===== src/rtl/host_monitor.sv =====
// host_monitor: console byte FIFOs, finish/exit-code latch, retire watchdog and run-cycle
// counter snooped from the DCCM write port. Define HOST_MON_WDT_EN to build the watchdog.

module host_mon_fifo #(
    parameter int DEPTH = 8
) (
    input  logic       clk,
    input  logic       rst_n,
    input  logic       push_i,
    input  logic [7:0] wdata_i,
    input  logic       ready_i,
    output logic       valid_o,
    output logic [7:0] data_o,
    output logic       ovf_o
);
    localparam int AW = $clog2(DEPTH);

    logic [DEPTH-1:0][7:0] mem_q;
    logic [AW-1:0]         wptr_q, rptr_q;
    logic [AW:0]           cnt_q, cnt_d;
    logic                  ovf_q;
    logic                  pop, full, wr;

    assign valid_o = (cnt_q != '0);
    assign data_o  = mem_q[rptr_q];
    assign ovf_o   = ovf_q;
    assign pop     = valid_o & ready_i;
    assign full    = (cnt_q == (AW+1)'(DEPTH));
    // A full FIFO still accepts a push when the head leaves on the same edge.
    assign wr      = push_i & (~full | pop);

    always_comb begin
        cnt_d = cnt_q;
        case ({wr, pop})
            2'b10:   cnt_d = cnt_q + 1'b1;
            2'b01:   cnt_d = cnt_q - 1'b1;
            default: cnt_d = cnt_q;
        endcase
    end

    always_ff @(posedge clk or negedge rst_n) begin
        if (!rst_n) begin
            mem_q  <= '0;
            wptr_q <= '0;
            rptr_q <= '0;
            cnt_q  <= '0;
            ovf_q  <= 1'b0;
        end else begin
            if (wr) begin
                mem_q[wptr_q] <= wdata_i;
                wptr_q        <= wptr_q + 1'b1;
            end
            if (pop)
                rptr_q <= rptr_q + 1'b1;
            if (push_i & ~wr)
                ovf_q <= 1'b1;
            cnt_q <= cnt_d;
        end
    end
endmodule

module host_monitor #(
    parameter int             XLEN         = 32,
    parameter int             NUM_CH       = 2,
    parameter int             FIFO_DEPTH   = 8,
    parameter logic [XLEN-1:0] CONSOLE_BASE = 'h0020_0000,
    parameter int             CH_STRIDE    = 4,
    parameter logic [XLEN-1:0] FINISH_ADDR  = 'h1000_0000,
    parameter int             WDT_LIMIT    = 1000
) (
    input  logic                  clk,
    input  logic                  rst_n,
    input  logic                  dccm_wen,
    input  logic [XLEN-1:0]       dccm_waddr,
    input  logic [XLEN-1:0]       dccm_wdata,
    input  logic                  retire,
    output logic [NUM_CH-1:0]     ch_valid,
    output logic [8*NUM_CH-1:0]   ch_data,
    input  logic [NUM_CH-1:0]     ch_ready,
    output logic [NUM_CH-1:0]     ch_ovf,
    output logic                  finish,
    output logic [XLEN-1:0]       exit_code,
    output logic                  timeout,
    output logic [31:0]           run_cycles
);
    logic            finish_q, timeout_q;
    logic [XLEN-1:0] exit_q;
    logic [31:0]     run_q, run_d;
    logic            done, fin_hit;

    assign done    = finish_q | timeout_q;
    assign fin_hit = dccm_wen & ~done & (dccm_waddr == FINISH_ADDR);

    for (genvar i = 0; i < NUM_CH; i++) begin : g_ch
        localparam logic [XLEN-1:0] CH_ADDR = CONSOLE_BASE + XLEN'(i * CH_STRIDE);
        logic hit;
        assign hit = dccm_wen & ~done & (dccm_waddr == CH_ADDR);

        host_mon_fifo #(.DEPTH(FIFO_DEPTH)) u_fifo (
            .clk     (clk),
            .rst_n   (rst_n),
            .push_i  (hit),
            .wdata_i (dccm_wdata[7:0]),
            .ready_i (ch_ready[i]),
            .valid_o (ch_valid[i]),
            .data_o  (ch_data[8*i +: 8]),
            .ovf_o   (ch_ovf[i])
        );
    end

`ifdef HOST_MON_WDT_EN
    logic [31:0] wdt_cnt_q, wdt_cnt_d;
    logic        wdt_exp;

    always_comb begin
        wdt_cnt_d = wdt_cnt_q;
        if (retire)
            wdt_cnt_d = '0;
        else if (!done)
            wdt_cnt_d = wdt_cnt_q + 32'd1;
    end

    // A finish write on the expiry edge wins; done has a single cause.
    assign wdt_exp = ~done & ~retire & ~fin_hit & (wdt_cnt_q == 32'(WDT_LIMIT));

    always_ff @(posedge clk or negedge rst_n) begin
        if (!rst_n) begin
            wdt_cnt_q <= '0;
            timeout_q <= 1'b0;
        end else begin
            wdt_cnt_q <= wdt_cnt_d;
            if (wdt_exp)
                timeout_q <= 1'b1;
        end
    end
`else
    logic unused_retire;
    assign unused_retire = retire;
    assign timeout_q     = 1'b0;
`endif

    always_comb begin
        run_d = run_q;
        if (!done && run_q != 32'hFFFF_FFFF)
            run_d = run_q + 32'd1;
    end

    always_ff @(posedge clk or negedge rst_n) begin
        if (!rst_n) begin
            finish_q <= 1'b0;
            exit_q   <= '0;
            run_q    <= '0;
        end else begin
            if (fin_hit) begin
                finish_q <= 1'b1;
                exit_q   <= dccm_wdata;
            end
            run_q <= run_d;
        end
    end

    assign finish     = finish_q;
    assign exit_code  = exit_q;
    assign timeout    = timeout_q;
    assign run_cycles = run_q;
endmodule


===== config.mk =====
export PLATFORM = sky130hd
export DESIGN_NAME = host_monitor
export DESIGN_NICKNAME = d
export VERILOG_FILES = /design/src/rtl/host_monitor.sv
export SDC_FILE = /design/constraint.sdc
export NUM_CORES = 1
export LEC_CHECK = 0
export ABC_AREA = 1
export BUFFER_PORTS_ARGS = -buffer_cell sky130_fd_sc_hd__buf_2
export CORE_MARGIN = 2
export CORE_UTILIZATION = 45
export CTS_CLUSTER_DIAMETER = 30
export DETAILED_ROUTE_END_ITERATION = 6
export PLACE_DENSITY = 0.74
export SLEW_MARGIN = 40
export SYNTH_ARGS = -nofsm -noshare
export SYNTH_HDL_FRONTEND = slang
export SYNTH_HIERARCHICAL = 1
export SYNTH_SLANG_ARGS = --single-unit

===== constraint.sdc =====
create_clock -name clk -period 7.7 [get_ports clk]
set_clock_uncertainty 0.05 [all_clocks]
set_input_delay 1.925 -clock clk [delete_from_list [all_inputs] [get_ports clk]]
set_output_delay 1.925 -clock clk [all_outputs]
set_load 0.05 [all_outputs]

==> impl_metrics.ini <==
[worst_hold_path]
hold_class = reg2reg
worstHoldStart = exit_code[11]
hold-path-cell-count = 2
min_to = exit_code[11]

[die]
rows = 59
floorplan.initialDensity_pct = 45.7
fp.dieW_um = 167
design.portCount = 156
fp.dieArea_um2 = 27800
die_h_um = 167
design.core.area_um2 = 26100

[worst_setup_path]
critical_path_data_required_time_ns = 5.73
worstPathArrival_ns = 2.55
path_cells = buf_4 -> inv_2 -> nand2_1 -> nand2_1 -> nand2_1 -> o21ai_1 -> nand2_1 -> nand2_1 -> buf_2
timing.critical_path.to_type = output port
rr_startpoint = finish
timing.critical_path.buf_inv = 3
critical_path.top_delay_family = buffers and inverters
reg2reg_setup_slack_ns = 4.61
worst-path-max-fanout = 34
worst_path_largest_cell_delay_ns = 0.51
worst-setup-path-type = reg2out
timing.reg2reg.worst_path_depth = 13
critPathMostFrequentCell = sky130_fd_sc_hd__nand2_1
cp-start-kind = flop
cpMaxStageDelayCell = sky130_fd_sc_hd__inv_2
regToRegEndpoint = g_ch[0].u_fifo/cnt_q[3]

[clocking]
clockRootBuffer = sky130_fd_sc_hd__clkbuf_16
cts_inserted_buffers = 53
postCtsSetupRepairBufs = 0
clk_pin_slew_worst_paths_ns = 0.04
insertion_delay_ns = 0.54
cts.path.max_buffers = 3
postCtsHoldBufs = 0
h-tree-depth = 2
postCtsResizedCells = 0
clock-sinks = 215
tritoncts = done

[power]
switching_power_mw = 0.708
ir_drop_mv = 0.182
swShare_pct = 19.7
power.combinational.fraction_pct = 1.8
design_power_total_mw = 3.60
internal_power_mw = 2.89
leakage_power_figure_nw = 7.74
cellPowerDensity_nw_per_um2 = 246
clock_power_share_pct = 66.7
pwr-share-seq_pct = 31.5

[drt]
viasPerCell = 5.40
route.antenna.remaining_nets = 0
wl_um = 32900
wl_per_cell_um = 16.0
initialDrtViolationCount = 1059
detailedRoute.firstPassIterationCount = 5
drt_drc_violations_left = 0
detailroute.via_count = 11094

[timing]
report.final.setup_viol = 0
maxClockFrequency_mhz = 221
finalHoldViolations = 0
final_worst_path_cycle_share_pct = 58.7
setup_tns_ns = 0
worst_hold_slack_ns = 0.413
slew_viol_final = 0
timing.final.crit_period_ns = 4.52
grt_setup_unrepaired = no
worst-slew-pin-transition_ns = 0.692
max-slew-margin-rel_pct = 53.9

[job]
timing.max_cap.violations = 0

[logic_synthesis]
syn-instance-count = 1542
post_synth.cell_area_avg_um2 = 7.73
netlist_area_um2 = 11900
ys_warn_count = 6
synth.net_count = 1625
synth_sequential_area_ratio_pct = 45.1
yosys_register_bits = 215
synth.distinct_cells = 37

[global_route]
grt.met2_usage_pct = 39.1
most_used_routing_layer = met2
grt_start_max_net_pins = 85
grt.met1_usage_pct = 31.5
grt_antenna_before_repair = 1
grt_pass1_vias = 10648
grt.total_usage_pct = 23.7
globalRouteOverflowTotal = 0
fraction_of_met3_tracks_used_by_global_routing_pct = 4.21
grt_first_pass_wirelength_um = 54300

[layout]
area_growth_pct = 22.8
ff_latch_area_um2 = 5380
layout.core_utilization_pct = 56.2
design.final.nets = 1760
footprint_of_the_multi_input_gates_um2 = 5710
final_layout_size_suffix_gt1_share_pct = 18.6
fillCellCount = 2345

[place]
count_of_buffers_inserted_at_the_top_level_ports = 153
place_congestion = 0.837
dp.final_hpwl_um = 21200

[outcome]
status = completed
[routing by layer]
layer | wire (um) | part of all wire, %
met4 | 1110 | 3.4
met1 | 13700 | 42
met3 | 2380 | 7.2
met2 | 15700 | 48
met5 | 0 | 0
[how the worst max path moves through the flow]
stage                             start                 endpoint  slack [ns]  cells after the start
3_5_place_dp             dccm_waddr[23]  g_ch[0].u_fifo/cnt_q[3]        3.27                     13
2_1_floorplan            dccm_waddr[23]  g_ch[0].u_fifo/cnt_q[3]        3.40                     13
3_3_place_gp                ch_ready[1]  g_ch[1].u_fifo/cnt_q[3]        3.07                     11
6_report       g_ch[1].u_fifo/rptr_q[0]               ch_data[9]        3.18                      9
5_1_grt        g_ch[1].u_fifo/rptr_q[0]              ch_data[10]        3.05                      9
4_1_cts        g_ch[1].u_fifo/rptr_q[0]               ch_data[9]        3.20                      9
[synthesized netlist by cell type]
cell type | number | area [um2]
sky130_fd_sc_hd__nand2_1 | 654 | 2450
sky130_fd_sc_hd__dfrtp_1 | 215 | 5380
sky130_fd_sc_hd__nand4_1 | 144 | 901
sky130_fd_sc_hd__nor2_1 | 141 | 529
sky130_fd_sc_hd__inv_1 | 57 | 214
sky130_fd_sc_hd__buf_2 | 52 | 260
sky130_fd_sc_hd__nand3_1 | 50 | 250
sky130_fd_sc_hd__o21ai_1 | 48 | 240
sky130_fd_sc_hd__o21ai_0 | 24 | 120
sky130_fd_sc_hd__buf_6 | 19 | 214
sky130_fd_sc_hd__nand3_4 | 19 | 333
sky130_fd_sc_hd__nor2_4 | 18 | 203
sky130_fd_sc_hd__nand3b_1 | 16 | 120
sky130_fd_sc_hd__ha_1 | 11 | 138
sky130_fd_sc_hd__xor2_1 | 11 | 96.3
sky130_fd_sc_hd__nor2_2 | 9 | 56.3
sky130_fd_sc_hd__xnor2_1 | 7 | 61.3
sky130_fd_sc_hd__buf_4 | 5 | 37.5
sky130_fd_sc_hd__inv_2 | 5 | 18.8
sky130_fd_sc_hd__nor3_1 | 5 | 25.0
sky130_fd_sc_hd__and2_1 | 4 | 25.0
sky130_fd_sc_hd__nand2_4 | 3 | 33.8
sky130_fd_sc_hd__buf_1 | 2 | 7.51
sky130_fd_sc_hd__buf_12 | 2 | 40.0
sky130_fd_sc_hd__clkbuf_1 | 2 | 7.51
sky130_fd_sc_hd__clkbuf_2 | 2 | 10.0
sky130_fd_sc_hd__clkinv_1 | 2 | 7.51
sky130_fd_sc_hd__fa_1 | 2 | 40.0
sky130_fd_sc_hd__inv_4 | 2 | 12.5
sky130_fd_sc_hd__nand2_2 | 2 | 12.5
sky130_fd_sc_hd__o21bai_2 | 2 | 22.5
sky130_fd_sc_hd__or2_2 | 2 | 12.5
sky130_fd_sc_hd__a21oi_1 | 1 | 5.00
sky130_fd_sc_hd__buf_8 | 1 | 15.0
sky130_fd_sc_hd__conb_1 | 1 | 3.75
sky130_fd_sc_hd__nor3b_1 | 1 | 7.51
sky130_fd_sc_hd__or2_1 | 1 | 6.26
[placed cells by master, fill, tap and decap left out, drive strengths merged]
cell,netlist,final
nor2,168,168
conb,1,1
ha,11,11
nand4,144,144
o21ai,72,72
xnor2,7,7
clkinv,2,13
fa,2,2
diode,0,1
or2,3,3
and2,4,4
buf,81,165
clkinvlp,0,4
dfrtp,215,215
nor3b,1,1
xor2,11,11
nand2,659,659
nand3,69,69
nand3b,16,16
inv,64,64
o21bai,2,2
clkbuf,4,69
bufinv,0,12
nor3,5,5
a21oi,1,1
[area by class of cell]
cell class | instances | share of cell area [%]
Inverter | 66 | 1.73
Clock inverter | 27 | 3.15
Timing Repair Buffer | 165 | 6.28
Clock buffer | 69 | 10.2
Antenna cell | 1 | 0.0171
Tap cell | 335 | 2.86
Multi-Input combinational cell | 1176 | 39.0
Sequential cell | 215 | 36.8
[power groups by stage]
stage	registers [mW]	clock network [mW]	logic, mW
global route	1.13	2.50	0.0704
detailed placement	1.15	0	0.0641
floorplan	1.15	0	0.0142
global placement	1.15	0	0.0630
finish	1.13	2.40	0.0634
CTS	1.13	2.43	0.0644
[logic make-up after synthesis]
family | Yosys count | share of synthesized area (%)
AOI/OAI and AO/OA | 75 | 3.25
xor gates and xnor gates | 18 | 1.32
adders and majority gates | 13 | 1.49
buffers and inverters | 151 | 7.08
DFF | 215 | 45.1
other | 1 | 0.0315
and+or+nand+nor | 1069 | 41.7
[metrics by stage]
step	worst slack (ns)	area, um2	std cells
after floorplan	3.40	11900	1542
after detailed placement	3.27	12700	1957
after CTS	3.20	14600	2053
after global routing	3.05	14600	2054
after global placement	3.07	12600	1954
final	3.18	14600	2054
[registers in the layout, indices dropped and copies added (netlist names)]
| register | count |
|---|---|
| g_ch.u_fifo/mem_q | 128 |
| finish | 1 |
| g_ch.u_fifo/cnt_q | 8 |
| run_cycles | 32 |
| g_ch.u_fifo/rptr_q | 6 |
| g_ch.u_fifo/wptr_q | 6 |
| g_ch.u_fifo/ovf_o | 2 |
| exit_code | 32 |
[worst reg2reg max path, stage by stage, from the launching register on]
cell and delay (ns):
sky130_fd_sc_hd__dfrtp_1 0.45, sky130_fd_sc_hd__inv_2 0.21, sky130_fd_sc_hd__nand2_1 0.20, sky130_fd_sc_hd__nor3_1 0.26
sky130_fd_sc_hd__nand3b_1 0.28, sky130_fd_sc_hd__nor3_2 0.32, sky130_fd_sc_hd__nand2_4 0.11, sky130_fd_sc_hd__ha_1 0.27
sky130_fd_sc_hd__ha_1 0.32, sky130_fd_sc_hd__or2_2 0.29, sky130_fd_sc_hd__nand3_1 0.09, sky130_fd_sc_hd__nand2_1 0.05
sky130_fd_sc_hd__nand2_1 0.05, sky130_fd_sc_hd__nand2_1 0.04
No activity file was read; power rests on OpenSTA's default activity.
